<file path="src/rtl/icb_master_arb.sv">
// N-channel ICB master arbiter: merges client command streams onto one ICB port
// and routes in-order responses back through a channel-ID FIFO.
module icb_master_arb #(
  parameter int NCH        = 3,
  parameter int AW         = 32,
  parameter int DW         = 32,
  parameter int OUTS_DEPTH = 4,
  parameter int ARB_MODE   = 0
) (
  input  logic                    clk,
  input  logic                    rst_n,
  input  logic [NCH-1:0]          biu_cmd_vld,
  output logic [NCH-1:0]          biu_cmd_rdy,
  input  logic [NCH*AW-1:0]       biu_cmd_addr,
  input  logic [NCH-1:0]          biu_cmd_read,
  input  logic [NCH*DW-1:0]       biu_cmd_wdata,
  input  logic [NCH*(DW/8)-1:0]   biu_cmd_wmask,
  input  logic [NCH-1:0]          biu_cmd_lock,
  output logic [NCH-1:0]          biu_rsp_vld,
  input  logic [NCH-1:0]          biu_rsp_rdy,
  output logic [DW-1:0]           biu_rsp_data,
  output logic                    biu_rsp_err,
  output logic                    icb_cmd_valid,
  input  logic                    icb_cmd_ready,
  output logic [AW-1:0]           icb_cmd_addr,
  output logic                    icb_cmd_read,
  output logic [DW-1:0]           icb_cmd_wdata,
  output logic [DW/8-1:0]         icb_cmd_wmask,
  input  logic                    icb_rsp_valid,
  output logic                    icb_rsp_ready,
  input  logic                    icb_rsp_err,
  input  logic [DW-1:0]           icb_rsp_rdata
);
  // Handshakes: a beat transfers on the cycle where valid and ready are both high;
  // ready may be presented without valid, and nothing is registered on the command path.
  localparam int IW = (NCH > 1) ? $clog2(NCH) : 1;
  localparam int PW = (OUTS_DEPTH > 1) ? $clog2(OUTS_DEPTH) : 1;
  localparam int CW = $clog2(OUTS_DEPTH + 1);
  localparam int MW = DW / 8;

  logic [IW-1:0] id_mem [OUTS_DEPTH];
  logic [PW-1:0] wr_ptr;
  logic [PW-1:0] rd_ptr;
  logic [CW-1:0] count;
  logic [IW-1:0] rr_ptr;
  logic [IW-1:0] lock_owner;
  logic          lock_q;

  logic [IW-1:0] winner;
  logic          win_any;
  logic          win_vld;
  logic          full;
  logic          not_empty;
  logic [IW-1:0] head;
  logic          cmd_hs;
  logic          rsp_hs;
  int            idx;

  // Scan in reverse so the last match written is the first in priority order.
  always_comb begin
    winner  = '0;
    win_any = 1'b0;
    idx     = 0;
    if (lock_q) begin
      winner  = lock_owner;
      win_any = 1'b1;
    end else if (ARB_MODE == 0) begin
      for (int i = NCH - 1; i >= 0; i--) begin
        if (biu_cmd_vld[i]) begin
          winner  = IW'(i);
          win_any = 1'b1;
        end
      end
    end else begin
      for (int k = NCH - 1; k >= 0; k--) begin
        idx = int'(rr_ptr) + k;
        if (idx >= NCH) idx = idx - NCH;
        if (biu_cmd_vld[idx]) begin
          winner  = IW'(idx);
          win_any = 1'b1;
        end
      end
    end
  end

  assign win_vld   = win_any & biu_cmd_vld[winner];
  assign full      = (count == CW'(OUTS_DEPTH));
  assign not_empty = (count != '0);
  assign head      = id_mem[rd_ptr];

  always_comb begin
    icb_cmd_valid = 1'b0;
    icb_cmd_addr  = '0;
    icb_cmd_read  = 1'b0;
    icb_cmd_wdata = '0;
    icb_cmd_wmask = '0;
    biu_cmd_rdy   = '0;
    if (rst_n) begin
      if (win_vld) begin
        icb_cmd_valid = !full;
        icb_cmd_addr  = biu_cmd_addr[int'(winner)*AW +: AW];
        icb_cmd_read  = biu_cmd_read[winner];
        icb_cmd_wdata = biu_cmd_wdata[int'(winner)*DW +: DW];
        icb_cmd_wmask = biu_cmd_wmask[int'(winner)*MW +: MW];
      end
      if (win_any) biu_cmd_rdy[winner] = icb_cmd_ready & !full;
    end
  end

  // Response data is passed straight through; only valid/ready are steered by the head ID.
  always_comb begin
    biu_rsp_vld   = '0;
    icb_rsp_ready = 1'b0;
    biu_rsp_data  = '0;
    biu_rsp_err   = 1'b0;
    if (rst_n) begin
      biu_rsp_data = icb_rsp_rdata;
      biu_rsp_err  = icb_rsp_err;
      if (not_empty) begin
        biu_rsp_vld[head] = icb_rsp_valid;
        icb_rsp_ready     = biu_rsp_rdy[head];
      end
    end
  end

  assign cmd_hs = icb_cmd_valid & icb_cmd_ready;
  assign rsp_hs = icb_rsp_valid & icb_rsp_ready;

  always_ff @(posedge clk) begin
    if (!rst_n) begin
      wr_ptr     <= '0;
      rd_ptr     <= '0;
      count      <= '0;
      rr_ptr     <= '0;
      lock_q     <= 1'b0;
      lock_owner <= '0;
    end else begin
      if (cmd_hs) begin
        wr_ptr     <= (wr_ptr == PW'(OUTS_DEPTH - 1)) ? '0 : wr_ptr + 1'b1;
        lock_q     <= biu_cmd_lock[winner];
        lock_owner <= winner;
        if (ARB_MODE != 0) rr_ptr <= (winner == IW'(NCH - 1)) ? '0 : winner + 1'b1;
      end
      if (rsp_hs) rd_ptr <= (rd_ptr == PW'(OUTS_DEPTH - 1)) ? '0 : rd_ptr + 1'b1;
      case ({cmd_hs, rsp_hs})
        2'b10:   count <= count + 1'b1;
        2'b01:   count <= count - 1'b1;
        default: count <= count;
      endcase
    end
  end

  always_ff @(posedge clk) begin
    if (cmd_hs) id_mem[wr_ptr] <= winner;
  end

endmodule

</file>
<file path="config.mk">
export PLATFORM = sky130hd
export DESIGN_NAME = icb_master_arb
export DESIGN_NICKNAME = d
export VERILOG_FILES = /design/src/rtl/icb_master_arb.sv
export SDC_FILE = /design/constraint.sdc
export NUM_CORES = 1
export LEC_CHECK = 0
export CAP_MARGIN = 25
export CORE_AREA = 4 4 138 140
export CTS_CLUSTER_DIAMETER = 60
export CTS_CLUSTER_SIZE = 30
export DETAILED_ROUTE_END_ITERATION = 10
export DIE_AREA = 0 0 142 144
export DONT_BUFFER_PORTS = 1
export GPL_ROUTABILITY_DRIVEN = 0
export PLACE_DENSITY = 0.41
export SLEW_MARGIN = 20
export SYNTH_ARGS = -nofsm -noshare
export SYNTH_HDL_FRONTEND = slang
export SYNTH_SLANG_ARGS = --single-unit
</file>
<file path="constraint.sdc">
create_clock -name clk -period 2.96 [get_ports clk]
set_input_delay 0.592 -clock clk [delete_from_list [all_inputs] [get_ports clk]]
set_output_delay 0.592 -clock clk [all_outputs]
set_load 0.05 [all_outputs]
</file>
Word level (Yosys, flattened, before mapping)
Memory sizes are Yosys's and may differ from the RTL's. A register that Yosys moved wholly into a read port is not among the register bits.
Index checks and enable logic that the tools add are counted.
- flip-flop bits (word level): 10
- memory bits (writable): 8
- logic and storage cells: 78
- memories kept: 1
- add/subtract/negate cells: 4
- magnitude comparators: 4
- eq/ne operators: 5
- shift-type cells: 3
- multiplexer cells: 45
- bitwise gates (word level): 6
- reduce and logical (&&, ||, !) cells: 5
- memories (memory ; words ; width ; read ports ; clocked after memory_dff ; wr ports ; RTL line ; source):
    id_mem ; 4 ; 2 ; 1 ; 1 ; 1 ; 41 ; logic [IW-1:0] id_mem [OUTS_DEPTH];
- operators by type and width (cell ; number):
    $shiftx A96 B8 Y32 ; 2
    $mux W32 ; 5
    $mux W1 ; 19
    $mux W2 ; 8
    $mux W3 ; 4
    $shiftx A12 B5 Y4 ; 1
    $bmux W1 S2 ; 4
    $mux W4 ; 2
    $and A3 B3 Y3 ; 2
    $eq A2 B2 Y1 const B ; 3
    $lt A2 B3 Y1 const B ; 2
    $pmux W3 S2 ; 1
    $add A2 B1 Y2 const B ; 2
    $and A1 B1 Y1 ; 4
    $demux W1 S2 ; 2
    $ge A2 B1 Y1 const B ; 2
    $add A3 B1 Y3 const B ; 1
    $eq A3 B3 Y1 const B ; 1
    $reduce_bool A3 Y1 ; 1
    $sub A3 B1 Y3 const B ; 1
    $eq A2 B1 Y1 const B ; 1
    $logic_and A1 B1 Y1 ; 2
    $reduce_bool A2 Y1 ; 1
    $logic_not A1 Y1 ; 1

Longest topological paths before layout
- word-level depth: 12
- mapped depth: 11
- gate-level depth less buffers: 10

Worst setup path after synthesis
Ideal clock, no wire load.
- path type: input-to-output
- start point: in biu_cmd_vld[2]
- end point: out icb_cmd_addr[26]
- arrival: 2.210 ns
- path slack: 0.158 ns
- stages on the path: 7
- buffers on the path: 1
- cell sequence: nor4b_4 -> a21oi_4 -> inv_4 -> a21oi_2 -> clkbuf_1 -> a2bb2oi_1 -> nor2_1
- longest elaborated chain between the ends: 9
- elaborated cells on any way between the ends: 14
- classes of those cells: shift (1); mux (12); bitwise (1)
- ends and longest elaborated chain (element ; RTL line ; source):
    start, declared ; 12 ; input logic [NCH-1:0] biu_cmd_vld,
    parallel branches: the longest is 7 deep, another holds $shiftx A96 B8 Y32 ; n/a ;
    $mux W32 (*) ; 99 ; if (win_vld) begin
    $mux W32 (*) ; 98 ; if (rst_n) begin
    end, declared ; 25 ; output logic [AW-1:0] icb_cmd_addr,
Mark *: on every way between the ends. The select of a mux whose other input is x is not followed.

Final worst setup path
- start point: reg lock_q
- end point: out icb_cmd_wdata[18]
- longest elaborated chain between the ends: 6
- elaborated cells on any way between the ends: 8
- classes of those cells: shift (1); mux (6); bitwise (1)
- ends and longest elaborated chain (element ; RTL line ; source):
    start, declared ; 47 ; logic lock_q;
    start signal, assigned ; 140 ; lock_q <= biu_cmd_lock[winner];
    parallel branches: the longest is 4 deep, another holds $shiftx A96 B8 Y32 ; n/a ;
    $mux W32 (*) ; 99 ;
    $mux W32 (*) ; 98 ;
    end, declared ; 27 ; output logic [DW-1:0] icb_cmd_wdata,
Marks and branches as above.

==> results <==
## final timing paths
path / start / to / slack [ns] / cells after the start
max: lock_q$_SDFFE_PN0P_ / icb_cmd_wdata[18] / 0.17 / 7
min: rst_n / lock_q$_SDFFE_PN0P_ / 0.52 / 2
max reg2reg: flop / count[2]$_SDFFE_PN0P_ / 0.23 / 9
min reg2reg: rd_ptr[1]$_SDFFE_PN0P_ / rd_ptr[1]$_SDFFE_PN0P_ / 0.52 / 2
## cell usage after synthesis, types with 2 or more instances
cell | n | area share (%)
ha_1 | 6 | 2.4
buf_2 | 5 | 0.81
a21oi_4 | 2 | 1.1
xor2_1 | 2 | 0.57
and2_2 | 4 | 0.98
a2bb2oi_1 | 69 | 20
o21ai_0 | 4 | 0.65
edfxtp_1 | 8 | 7.8
dfxtp_1 | 12 | 7.8
o311a_1 | 2 | 0.65
inv_1 | 9 | 1.1
and2_1 | 33 | 6.7
mux2i_1 | 74 | 24
nor2_1 | 85 | 10
clkbuf_1 | 19 | 2.3
mux4_2 | 2 | 1.5
a21oi_1 | 3 | 0.49
nand2_1 | 11 | 1.3
buf_6 | 10 | 3.7
nand2b_1 | 3 | 0.61
## registers in the layout (all words and copies together) (netlist names), named ones only
name        cells
lock_owner      2
rd_ptr          2
lock_q          1
id_mem          8
count           3
wr_ptr          2
## cells by family (layout without fill, tap and decap cells)
family / Yosys count / count (layout)
buf+inv: 44 / 100
flops: 20 / 20
xor+xnor: 2 / 2
fa+ha+maj: 7 / 7
simple gates: 145 / 145
compound gates: 87 / 87
mux: 76 / 76
## final cells by class
cell class              count  area (µm²)
repair buffers             86         733
fillers                  1939       13800
clock inverters             1        30.0
well taps                 229         287
inverters                  10        40.0
multi-input cells         317        2370
flip-flops and latches     20         480
clock buffers               3        75.1
## what timing repair did
action,CTS,global route
resized for setup,0,1
hold buffers,0,0
endpoints found under the setup margin,0,1
## report_power, final
group          total [mW]  switching, mW  internal [mW]
logic                1.00          0.665          0.335
registers           0.310         0.0122          0.298
clock network       0.360         0.0918          0.268
total                1.67          0.769          0.901
## stage by stage
| stage | cells | instance area [µm²] | worst slack, ns | utilization [%] | hold WS [ns] |
|---|---|---|---|---|---|
| floorplan | 381 | 3080 | 0.158 | - | 0.463 |
| global placement | 662 | 3910 | 0.212 | 21.9 | 0.509 |
| detailed placement | 662 | 3910 | 0.192 | 21.9 | 0.500 |
| CTS | 666 | 4010 | 0.106 | 22.5 | 0.512 |
| global route | 666 | 4020 | 0.00785 | 22.5 | 0.515 |
| finish | 666 | 4020 | 0.174 | 22.5 | 0.516 |
## per-layer routing
layer	vias to the layer above	track usage, %	routed length [µm]	share of wire, %
met5	-	0	0	0
met4	0	1.92	144	1.1
met3	8	1.75	867	6.5
met2	207	23.7	7460	56
met1	1460	12.4	4860	36
li1	1491	-	-	-
==> reports/results.ini <==
[pwr]
peakVddDrop_mv = 0.157
power_mw = 1.67
leakagePower_nw = 1.61
powerDensity_nw_per_um2 = 416

[run_status]
status = complete, no violations

[clock_tree]
cts.clk_slew.worst_paths_ns = 0.05
htreeDepth = 1
cts_setup_buffers = 0
cts_sinks = 20
cts_tree = done
clock_latency_ns = 0.25
clockBufferDepth = 2
cts-buffers-inserted = 3
cts_root_buf = clkbuf_16

[routing]
vias = 3166
wl_um = 13300
drtIter0Drc = 122
drc = 0
wl_per_cell_um = 20.0
ant_nets = 0
drtPass1Iterations = 4
viasPerCell = 4.75

[global_route]
grt_overflow = 0
first_global_vias = 3332
grt_usage_pct = 11.5
grt_max_degree = 60
antenna_found_initial = 1
grt_pass1_wl_um = 18700

[timing]
rsz0062_at_grt = false
hold_violations = 0
fin_crit_sh_pct = 94.1
period_minus_slack_ns = 2.79
setup_tns_ns = 0
fin_worst_skew_ns = 0.00321
slew_violations = 0
max_freq_mhz = 359
relSlewSlack_pct = 63.8
setup-violations-final = 0
worst_slew_pin_slew_ns = 0.546

[synthesis]
synth_compound_area_share_pct = 24.6
synthAdderAreaFrac_pct = 3.09
synth_seq_cells = 20
yosys_warnings = 0
synthMuxAreaShare_pct = 25.5
ys_seq_area_share_pct = 15.6
synth_xor_area_share_pct = 0.570
syn-cell-area_um2 = 3080
synth_ff_type = dfxtp_1
synth-async-reset-ratio_pct = 0
synth_cells = 381
synth_area_per_cell_um2 = 8.07
synth-simple-area-share_pct = 22.5
synth_top_family_by_area = multiplexers
syn_nets = 641
synth-edff-count = 8
ys_types = 38

[worst_hold_path]
hold_path.class = input port to flop

[worst_setup_path]
crit_type = flop to primary output
path_cells = buf_4, nand2_1, nand2_2, buf_12, a2bb2oi_1, nor2_1, buf_4
critPathTopFamily = buffers and inverters
critPathCaptureType = primary output
path_common_cell = buf_4
path_max_fanout = 32
crit_arrival_ns = 2.19
crit_buf_inv = 3
cp_slowest_cell = dfxtp_1
critPathRequiredTime_ns = 2.37
start_kind = flop
cpPeakStageDelay_ns = 0.42

[finish]
layout_common_cells = 85 x nor2_1, 79 x buf_4, 73 x mux2i_1
layout-drive-gt1-share_pct = 24.9
nNetsFinal = 698
insertedDiodeCount = 0
syn_to_final_growth_pct = 30.6
layout_commonest_cell = nor2_1

[floorplan]
io_pins = 363
die_w_um = 142
dieArea_um2 = 20400
core_area_um2 = 17800
die_h_um = 144
placementRows = 49
start_util_pct = 17.2

[placed_design]
dp_hpwl_um = 11400
port_buffers = 0

[job]
drv_cap = 0

Note: power is estimated with default switching activity, not from simulation.
